**src/rtl/wb_timer_intc_pkg.sv**
```systemverilog
// Shared constants and helpers for the Wishbone timer/interrupt controller:
// register map, CTRL bit positions, CPU interrupt codes.
package wb_timer_intc_pkg;

  localparam logic [2:0] REG_CTRL   = 3'd0;
  localparam logic [2:0] REG_STATUS = 3'd1;
  localparam logic [2:0] REG_COUNT0 = 3'd2;
  localparam logic [2:0] REG_CMP0   = 3'd3;
  localparam logic [2:0] REG_COUNT1 = 3'd4;
  localparam logic [2:0] REG_CMP1   = 3'd5;
  localparam logic [2:0] REG_SWI    = 3'd6;

  localparam int CTRL_EN0     = 0;
  localparam int CTRL_EN1     = 1;
  localparam int CTRL_RL0     = 2;
  localparam int CTRL_RL1     = 3;
  localparam int CTRL_IRQ_LSB = 4;

  localparam logic [2:0] INT_NONE = 3'h0;
  localparam logic [2:0] INT_T0   = 3'h1;
  localparam logic [2:0] INT_T1   = 3'h2;
  localparam logic [2:0] INT_SW   = 3'h3;

  function automatic logic [31:0] lane_merge(input logic [31:0] old_val,
                                             input logic [31:0] new_val,
                                             input logic [3:0]  sel);
    logic [31:0] r;
    r = old_val;
    for (int b = 0; b < 4; b++)
      if (sel[b]) r[8*b +: 8] = new_val[8*b +: 8];
    return r;
  endfunction

  // Active sources ordered {sw, t1, t0}; timer 0 has the highest priority.
  function automatic logic [2:0] int_encode(input logic [2:0] act);
    if (act[0])      return INT_T0;
    else if (act[1]) return INT_T1;
    else if (act[2]) return INT_SW;
    else             return INT_NONE;
  endfunction

endpackage

```
**src/rtl/wb_timer_intc_if.sv**
```systemverilog
// Wishbone classic bus bundle between the bexkat1p data-bus decoder and
// the timer/interrupt controller.
interface wb_timer_intc_if;
  logic        cyc_i;
  logic        stb_i;
  logic        we_i;
  logic [3:0]  sel_i;
  logic [2:0]  adr_i;
  logic [31:0] dat_i;
  logic [31:0] dat_o;
  logic        ack_o;

  modport master (output cyc_i, stb_i, we_i, sel_i, adr_i, dat_i,
                  input  dat_o, ack_o);
  modport slave  (input  cyc_i, stb_i, we_i, sel_i, adr_i, dat_i,
                  output dat_o, ack_o);
endinterface

```
**src/rtl/wb_timer_intc_timer_chan.sv**
```systemverilog
// One compare-match timer channel: COUNT/CMP registers with byte-lane writes,
// tick-driven increment, match detection and optional auto-reload.
module timer_chan
  import wb_timer_intc_pkg::*;
#(
  parameter int CWIDTH = 32
) (
  input  logic              clk_i,
  input  logic              rst_i,
  input  logic              tick,
  input  logic              en,
  input  logic              reload,
  input  logic              wr_count,
  input  logic              wr_cmp,
  input  logic [3:0]        sel,
  input  logic [31:0]       wdata,
  output logic [CWIDTH-1:0] count,
  output logic [CWIDTH-1:0] cmp,
  output logic              pend_set,
  output logic              en_clr
);

  logic step;
  logic match;

  assign step     = tick && en;
  assign match    = step && (count == cmp);
  assign pend_set = match;
  assign en_clr   = match && !reload;

  // A bus write to COUNT on a tick edge takes precedence over the tick update.
  always_ff @(posedge clk_i or negedge rst_i) begin
    if (!rst_i) begin
      count <= '0;
      cmp   <= '0;
    end else begin
      if (wr_count)
        count <= CWIDTH'(lane_merge(32'(count), wdata, sel));
      else if (step) begin
        if (!match)
          count <= count + CWIDTH'(1);
        else if (reload)
          count <= '0;
      end
      if (wr_cmp)
        cmp <= CWIDTH'(lane_merge(32'(cmp), wdata, sel));
    end
  end

endmodule

```
**src/rtl/wb_timer_intc.sv**
```systemverilog
// Wishbone classic timer/interrupt controller: two compare-match timers and a
// software interrupt, priority-encoded onto the CPU's 3-bit interrupt input.
module wb_timer_intc
  import wb_timer_intc_pkg::*;
#(
  parameter int PRESCALE = 1,
  parameter int CWIDTH   = 32
) (
  input  logic           clk_i,
  input  logic           rst_i,
  wb_timer_intc_if.slave wb,
  output logic [2:0]     inter_o
);

  localparam int             PW       = (PRESCALE > 1) ? $clog2(PRESCALE) : 1;
  localparam logic [PW-1:0]  PSC_LAST = PW'(PRESCALE - 1);

  logic              accept, wr, run, tick;
  logic [PW-1:0]     psc;
  logic [6:0]        ctrl;
  logic [2:0]        pend, pend_set, w1c;
  logic [CWIDTH-1:0] count0, cmp0, count1, cmp1;
  logic              set0, set1, clr0, clr1;
  logic [31:0]       rdata;

  assign accept = wb.cyc_i & wb.stb_i & ~wb.ack_o;
  assign wr     = accept & wb.we_i;
  assign run    = ctrl[CTRL_EN0] | ctrl[CTRL_EN1];
  assign tick   = run && (psc == PSC_LAST);

  always_ff @(posedge clk_i or negedge rst_i) begin
    if (!rst_i)           psc <= '0;
    else if (!run || tick) psc <= '0;
    else                  psc <= psc + PW'(1);
  end

  timer_chan #(.CWIDTH(CWIDTH)) u_chan0 (
    .clk_i(clk_i), .rst_i(rst_i), .tick(tick),
    .en(ctrl[CTRL_EN0]), .reload(ctrl[CTRL_RL0]),
    .wr_count(wr && wb.adr_i == REG_COUNT0), .wr_cmp(wr && wb.adr_i == REG_CMP0),
    .sel(wb.sel_i), .wdata(wb.dat_i),
    .count(count0), .cmp(cmp0), .pend_set(set0), .en_clr(clr0)
  );

  timer_chan #(.CWIDTH(CWIDTH)) u_chan1 (
    .clk_i(clk_i), .rst_i(rst_i), .tick(tick),
    .en(ctrl[CTRL_EN1]), .reload(ctrl[CTRL_RL1]),
    .wr_count(wr && wb.adr_i == REG_COUNT1), .wr_cmp(wr && wb.adr_i == REG_CMP1),
    .sel(wb.sel_i), .wdata(wb.dat_i),
    .count(count1), .cmp(cmp1), .pend_set(set1), .en_clr(clr1)
  );

  // Set sources win over write-one-to-clear on the same edge.
  assign pend_set = {wr && (wb.adr_i == REG_SWI) && wb.sel_i[0] && wb.dat_i[0], set1, set0};
  assign w1c      = (wr && (wb.adr_i == REG_STATUS) && wb.sel_i[0]) ? wb.dat_i[2:0] : 3'b000;

  always_ff @(posedge clk_i or negedge rst_i) begin
    if (!rst_i) begin
      ctrl <= '0;
      pend <= '0;
    end else begin
      if (wr && (wb.adr_i == REG_CTRL) && wb.sel_i[0])
        ctrl <= wb.dat_i[6:0];
      else begin
        if (clr0) ctrl[CTRL_EN0] <= 1'b0;
        if (clr1) ctrl[CTRL_EN1] <= 1'b0;
      end
      pend <= (pend & ~w1c) | pend_set;
    end
  end

  always_comb begin
    rdata = '0;
    case (wb.adr_i)
      REG_CTRL:   rdata = {25'd0, ctrl};
      REG_STATUS: rdata = {29'd0, pend};
      REG_COUNT0: rdata = 32'(count0);
      REG_CMP0:   rdata = 32'(cmp0);
      REG_COUNT1: rdata = 32'(count1);
      REG_CMP1:   rdata = 32'(cmp1);
      default:    rdata = '0;
    endcase
  end

  always_ff @(posedge clk_i or negedge rst_i) begin
    if (!rst_i) begin
      wb.ack_o <= 1'b0;
      wb.dat_o <= '0;
      inter_o  <= INT_NONE;
    end else begin
      wb.ack_o <= accept;
      if (accept) wb.dat_o <= rdata;
      inter_o <= int_encode(pend & ctrl[CTRL_IRQ_LSB +: 3]);
    end
  end

endmodule

```
**src/flat_wrapper.sv**
```systemverilog
// flat-port wrapper written by rule: the top's interface ports become plain ports
module wb_timer_intc_flat import wb_timer_intc_pkg::*;
#(
  parameter int PRESCALE = 1,
  parameter int CWIDTH   = 32
)
  (clk_i, rst_i, inter_o, wb_cyc_i, wb_stb_i, wb_we_i, wb_sel_i, wb_adr_i, wb_dat_i, wb_dat_o, wb_ack_o);
  wb_timer_intc_if wb_i ();
  input  logic clk_i;
  input  logic rst_i;
  output logic [2:0] inter_o;
  input wire logic [$bits(wb_i.cyc_i)-1:0] wb_cyc_i;
  input wire logic [$bits(wb_i.stb_i)-1:0] wb_stb_i;
  input wire logic [$bits(wb_i.we_i)-1:0] wb_we_i;
  input wire logic [$bits(wb_i.sel_i)-1:0] wb_sel_i;
  input wire logic [$bits(wb_i.adr_i)-1:0] wb_adr_i;
  input wire logic [$bits(wb_i.dat_i)-1:0] wb_dat_i;
  output wire logic [$bits(wb_i.dat_o)-1:0] wb_dat_o;
  output wire logic [$bits(wb_i.ack_o)-1:0] wb_ack_o;
  assign wb_i.cyc_i = wb_cyc_i;
  assign wb_i.stb_i = wb_stb_i;
  assign wb_i.we_i = wb_we_i;
  assign wb_i.sel_i = wb_sel_i;
  assign wb_i.adr_i = wb_adr_i;
  assign wb_i.dat_i = wb_dat_i;
  assign wb_dat_o = wb_i.dat_o;
  assign wb_ack_o = wb_i.ack_o;
  wb_timer_intc #(.PRESCALE(PRESCALE), .CWIDTH(CWIDTH)) u_core (.clk_i(clk_i), .rst_i(rst_i), .wb(wb_i), .inter_o(inter_o));
endmodule
```
**config.mk**
```make
export PLATFORM = sky130hd
export DESIGN_NAME = wb_timer_intc_flat
export DESIGN_NICKNAME = d
export VERILOG_FILES = /design/src/rtl/wb_timer_intc_pkg.sv /design/src/rtl/wb_timer_intc_if.sv /design/src/rtl/wb_timer_intc_timer_chan.sv /design/src/rtl/wb_timer_intc.sv /design/src/flat_wrapper.sv
export SDC_FILE = /design/constraint.sdc
export NUM_CORES = 1
export LEC_CHECK = 0
export ABC_CLOCK_PERIOD_IN_PS = 6140
export BUFFER_PORTS_ARGS = -buffer_cell sky130_fd_sc_hd__buf_2
export CORE_MARGIN = 10
export CORE_UTILIZATION = 67
export CTS_BUF_LIST = sky130_fd_sc_hd__clkbuf_2
export DETAILED_ROUTE_END_ITERATION = 16
export PLACE_DENSITY_LB_ADDON = 0.25
export REMOVE_ABC_BUFFERS = 1
export SETUP_SLACK_MARGIN = 0.2
export SLEW_MARGIN = 20
export SYNTH_ARGS = -nofsm -noshare
export SYNTH_HDL_FRONTEND = slang
export SYNTH_SLANG_ARGS = --single-unit
```
**constraint.sdc**
```tcl
create_clock -name clk_i -period 6.14 [get_ports clk_i]
set_input_delay 0 -clock clk_i [delete_from_list [all_inputs] [get_ports clk_i]]
set_output_delay 0 -clock clk_i [all_outputs]
set_load 0.01 [all_outputs]
```
# After elaboration in Yosys (flattened, before gate mapping)
# Index checks and enable logic that the tools add are counted.
# classes
addsub,3
mul,0
div_mod_pow,0
magnitude_cmp,0
n_eq_ne,18
shifts,0
n_mux,21
bitwise,10
n_reduce_logical,43
# op_table
operator,count
32-bit 2-to-1 mux,8
32-bit one-hot mux with 6 select lines,1
32-bit by 1-bit adder with 32-bit output (second input constant),2
32-bit == test,2
8-bit 2-to-1 mux,4
3-bit AND reduction,8
1-bit logical AND,18
2-bit inequality test (second input constant),8
2-bit AND reduction,8
3-bit == test (second input constant),3
3-bit 2-to-1 mux,3
2-bit nonzero test,4
3-bit bitwise AND,2
3-bit by 2-bit == test with 1-bit output (second input constant),2
3-bit by 2-bit inequality test with 1-bit output (second input constant),2
2-bit 2-to-1 mux,2
1-bit bitwise AND,3
3-bit by 1-bit == test with 1-bit output (second input constant),1
1-bit logical NOT,3
3-bit logical NOT,1
1-bit 2-to-1 mux,3
3-bit NOT,1
3-bit bitwise OR,1
1-bit NOT,2
3 further kinds,3
# word_totals
regBits,175
latch_bits,0
mem_bits_rw,0
romBits,0
in_bits,44
out_inout_bits,36
word_cells,119
memories,0

# Longest topological paths before layout
# logic_depth
word_depth,9
depth_mapped,11
ltp_nobuf,8

# Cells and area by module
# A second synthesis with hierarchy kept.
# hier_totals
cells_unflattened,1054
area_unflattened_um2,10603.9
# modules_own_cells
module,n_inst,cells_per_inst,area_per_inst_um2,seq_area_each_um2
timer_chan,2,397,3992.6,1601.5
wb_timer_intc,1,260,2618.8,1151.1

# Worst setup path before layout
# Ideal clock, no wire load.
# synth_timing
kind,reg2reg
startpoint,register u_core.u_chan0.count[8]
endpoint,register u_core.u_chan0.count[20]
setup_time_ns,0.080
arrival_ns,2.073
required_time_ns,6.060
path_slack_ns,3.986
path_stages_with_launch,11
path_buffers,3
period_less_slack_ns,2.154
path_cell_list,dfrtp_1 -> buf_2 -> xor2_1 -> nor4_1 -> and3_1 -> and3_1 -> buf_6 -> or2_1 -> buf_6 -> or4_4 -> o211ai_2
# synth_between
elab_chain_cells,5
word_cells_on_any_way,8
cone_classes,add/sub (1); eq/ne (2); mux (3); reduce/logical (2)
# synth_lines
item,line,text
"start, declared",wb_timer_intc_timer_chan.sv:17,"output logic [CWIDTH-1:0] count,"
"start signal, assigned",wb_timer_intc_timer_chan.sv:38,"count <= CWIDTH'(lane_merge(32'(count), wdata, sel));"
"start signal, assigned",wb_timer_intc_timer_chan.sv:41,count <= count + CWIDTH'(1);
branches (longest 5 deep; another with 32-bit by 1-bit adder with 32-bit output),--,
# Several ways; the timed one is not identified. The select of a mux whose other input is x is not followed.
# A chain may end at the register's enable or synchronous reset.

# Final worst setup path
# layout_timing
startpoint,register u_core.wb.ack_o
endpoint,register u_core.ctrl[0]
# layout_between
elab_chain_cells,6
word_cells_on_any_way,7
cone_classes,mux (1); bitwise (3); reduce/logical (3)
# layout_lines
item,line,text
"start, declared",wb_timer_intc_if.sv:16,"output dat_o, ack_o);"
"start signal, assigned",wb_timer_intc.sv:91,wb.ack_o <= accept;
1-bit NOT *,wb_timer_intc.sv:26,assign accept = wb.cyc_i & wb.stb_i & ~wb.ack_o;
1-bit bitwise AND *,wb_timer_intc.sv:26,
1-bit bitwise AND *,wb_timer_intc.sv:27,assign wr = accept & wb.we_i;
1-bit logical AND * (2 in a row),wb_timer_intc.sv:62,if (wr && (wb.adr_i == REG_CTRL) && wb.sel_i[0])
2-bit 2-to-1 mux or 2-bit nonzero test (tied branches),--,
"end signal, assigned",wb_timer_intc.sv:63,ctrl <= wb.dat_i[6:0];
"end, declared",wb_timer_intc.sv:20,logic [6:0] ctrl;
# Every way passes the cells marked *; elsewhere a longest branch is shown, timed or not.

==> reports/qor.csv <==
stage,metric,value,unit
status,status,"finished, final reports clean",
yosys,netlist_area,9965,sq um
timing,tns,0,ns
floorplanning,start_util,68.56,%
clock_network,cts_resized,0,
floorplanning,core_region_area,14530,sq um
global_routing,grt-ovfl-total,0,
timing,whs,0.01529,ns
layout,drive_gt1_share,18.15,%
routing,wl_per_cell,25.08,um
global_routing,track_usage,33.08,%
pwr,vdd_drop_max,0.2143,mV
timing,skew,0.04881,ns
routing,dr_total_vias,9604,
critical_path,crit_family,buffers and inverters,
pwr,power.density,262.0,nW/um^2
clock_network,cts-root-buf,clkbuf_2,
clock_network,cts.sinks,174,
critical_path,path_class,register to register,
floorplanning,io_pins,80,
yosys,synth-main-ff-cell,dfrtp_1,
routing,drt_wl_total,33380,um
yosys,postSynthAreaPerCell,9.646,sq um
timing,fin_crit,4.331,ns
routing,ant_nets,0,
yosys,yosys_warnings,0,
critical_path,start_kind,register,
clock_network,cts_tree,yes,
placed_design,dpl.hpwl,21980,um
clock_network,clk_latency,0.82,ns
routing,drtIter0Drc,1483,
timing,fmax,230.9,MHz
clock_network,h-tree-depth,4,
routing,detail_route.first_pass.iterations,8,
layout,mostFrequentLayoutCells,"dfrtp_1, nand2_1, buf_2, mux2_2, dlygate4sd3_1",
global_routing,grt_max_degree,106,
timing,hold_viol_final,0,
timing,drv_slew,0,
placed_design,port_buffers,78,
critical_path,cp_slowest_stage_delay,0.69,ns
yosys,synth-edff-count,0,
timing,finalWorstSetupSlack,1.809,ns
timing,tightest_slew,1.172,ns
hold_path,min_path_type,primary input to register,
critical_path,critPathCaptureType,register,
floorplanning,dieArea,20150,sq um
critical_path,slowest_stage,nor4_2,
layout,syn2layout_area_growth,12.64,%
flow_run,drv_cap,0,
routing,drc,0,
layout,multi_input_area,5081,sq um
layout,register_area,4354,sq um
yosys,synthCells,1033,
layout,fillers,1005,
clock_network,post-cts-setup-buffer-count,0,
placed_design,pre_cts_ws,2.616,ns
layout,final_core_util,77.23,%
yosys,synthArstFlopShare,100.0,%
floorplanning,die_w,142.0,um
critical_path,required,6.90,ns
routing,vias_per_cell,7.216,
clock_network,clk_pin_slew,0.24,ns
clock_network,clockBufferDepth,2,
timing,rsz0062_at_grt,false,
timing,period_share,70.53,%
global_routing,grt_pass1_vias,9423,
global_routing,grt_antenna_before_repair,2,
placed_design,routabilityCongestion,1.024,
pwr,total_leakage_power,5.014,nW
yosys,synth_seq_cells,174,
layout,final_nets,1179,
yosys,netlist-cell-type-count,68,
critical_path,cp_max_fo,27,
clock_network,numCtsBuffers,17,
floorplanning,placementRows,44,
critical_path,path_buf_inv,5,
layout,layout_commonest_cell,dfrtp_1,
critical_path,crit_arrival,5.09,ns
floorplanning,die_height,142.0,um
critical_path,cpMostUsedCell,dlygate4sd3_1,
global_routing,grt_pass1_wl,52710,um
timing,setup_viol,0,
yosys,seq_area_frac_synth,43.70,%
timing,maxSlewHeadroom,21.89,%
clock_network,hold_buffers,63,
critical_path,crit_chain,nand3b_1 > dlygate4sd3_1 > buf_4 > inv_1 > nand3_1 > nor4_2 > nand2_1 > dlygate4sd3_1 > o21ai_0 > dlygate4sd3_1,
-- worst min-delay path, cell delays in order --
cell and delay (ns):
dlygate4sd3_1 0.52, buf_2 0.14, mux2_2 0.14
-- routing by layer --
metal | GRT usage [%] | routed length [um] | vias to the layer above
met5 | 0 | 17 | -
met4 | 19.26 | 2123 | 2
met3 | 9.880 | 4035 | 199
met2 | 51.02 | 15340 | 743
met1 | 40.48 | 11870 | 4613
li1 | - | - | 4047
-- where the power goes --
| group | internal, mW | switching (mW) | total (mW) |
|---|---|---|---|
| clock | 0.146 | 0.407 | 0.554 |
| combinational | 0.348 | 0.456 | 0.804 |
| sequential | 1.32 | 0.264 | 1.58 |
-- cell usage after synthesis, types with 3 or more instances --
cell type,count,area (sq um)
a22o_1,42,367.9
a22oi_1,13,97.59
nor2_1,41,153.9
or3_1,3,18.77
buf_1,3,11.26
a211o_1,3,26.28
inv_1,54,202.7
clkbuf_1,39,146.4
nand2b_1,3,18.77
o31a_1,10,87.58
o21ai_0,59,295.3
o21a_1,7,52.55
and2_1,3,18.77
nand2_1,87,326.6
a32o_1,8,80.08
o211ai_1,5,37.54
o22ai_1,29,181.4
nor4b_1,3,26.28
o221ai_1,6,52.55
nand3_1,39,195.2
a32oi_1,14,122.6
o21bai_1,6,45.04
xnor2_1,38,332.8
nor3_1,22,110.1
dfrtp_1,174,4354
nor4_1,16,100.1
o31ai_1,10,75.07
a21o_1,8,60.06
a21oi_1,40,200.2
nand4_1,24,150.1
o2bb2ai_1,3,26.28
xor2_1,26,227.7
and3_1,24,150.1
buf_2,28,140.1
mux2_2,70,788.3
mux2i_1,10,100.1
a221oi_1,26,227.7
-- layout make-up --
class                      instances  share of cell area (%)
sequential                       174                   38.79
tap                              184                   2.051
antenna                            1                 0.02229
multi-input combinational        730                   45.27
inverter                          55                   1.839
timing repair buffer             155                   10.27
clock buffer                      20                  0.8918
clock inverter                    12                  0.8695
-- metrics by stage --
stage               instances  power (mW)  cell area, sq um
finish                   1331       2.941             11220
global placement         1232       2.285             10350
CTS                      1327       2.885             11200
floorplan                 959       1.976              9628
global route             1331       3.059             11220
detailed placement       1232       2.312             10350
-- kinds of logic after synthesis --
| kind of cell | Yosys count | share of synthesized area (%) |
|---|---|---|
| flip-flops | 174 | 43.70 |
| other | 1 | 0.03763 |
| adder cells (fa/ha/maj) | 2 | 0.2511 |
| XOR/XNOR | 64 | 5.625 |
| buffers and inverters | 130 | 5.487 |
| AND/OR/NAND/NOR | 283 | 14.48 |
| multiplexers | 81 | 9.141 |
| AO/OA/AOI/OAI | 298 | 21.28 |
-- path summary, 6_finish.rpt --
kind,to,start,slack [ns],cells past startpoint
worst max-delay path,u_core.ctrl[0],u_core.wb.ack_o,1.81,10
worst min-delay path,u_core.u_chan0.cmp[18],wb_dat_i[18],0.02,3
worst max register to register,u_core.ctrl[0],u_core.wb.ack_o,1.81,10
worst min register to register,u_core.wb.dat_o[29],u_core.wb.dat_o[29],0.50,2
max in group asynchronous,u_core.wb.dat_o[18],rst_i,5.07,4
min in group asynchronous,u_core.u_chan0.count[24],rst_i,0.29,4
-- sequential cells by signal, indices dropped and copies added (netlist names) --
register and cells:
u_core.wb.dat_o 32, u_core.wb.ack_o 1, u_core.u_chan0.cmp 32, u_core.psc 1, u_core.inter_o 2, u_core.u_chan1.cmp 32
u_core.pend 3, u_core.ctrl 7, u_core.u_chan1.count 32, u_core.u_chan0.count 32
Power figures use the tool's default switching activity.
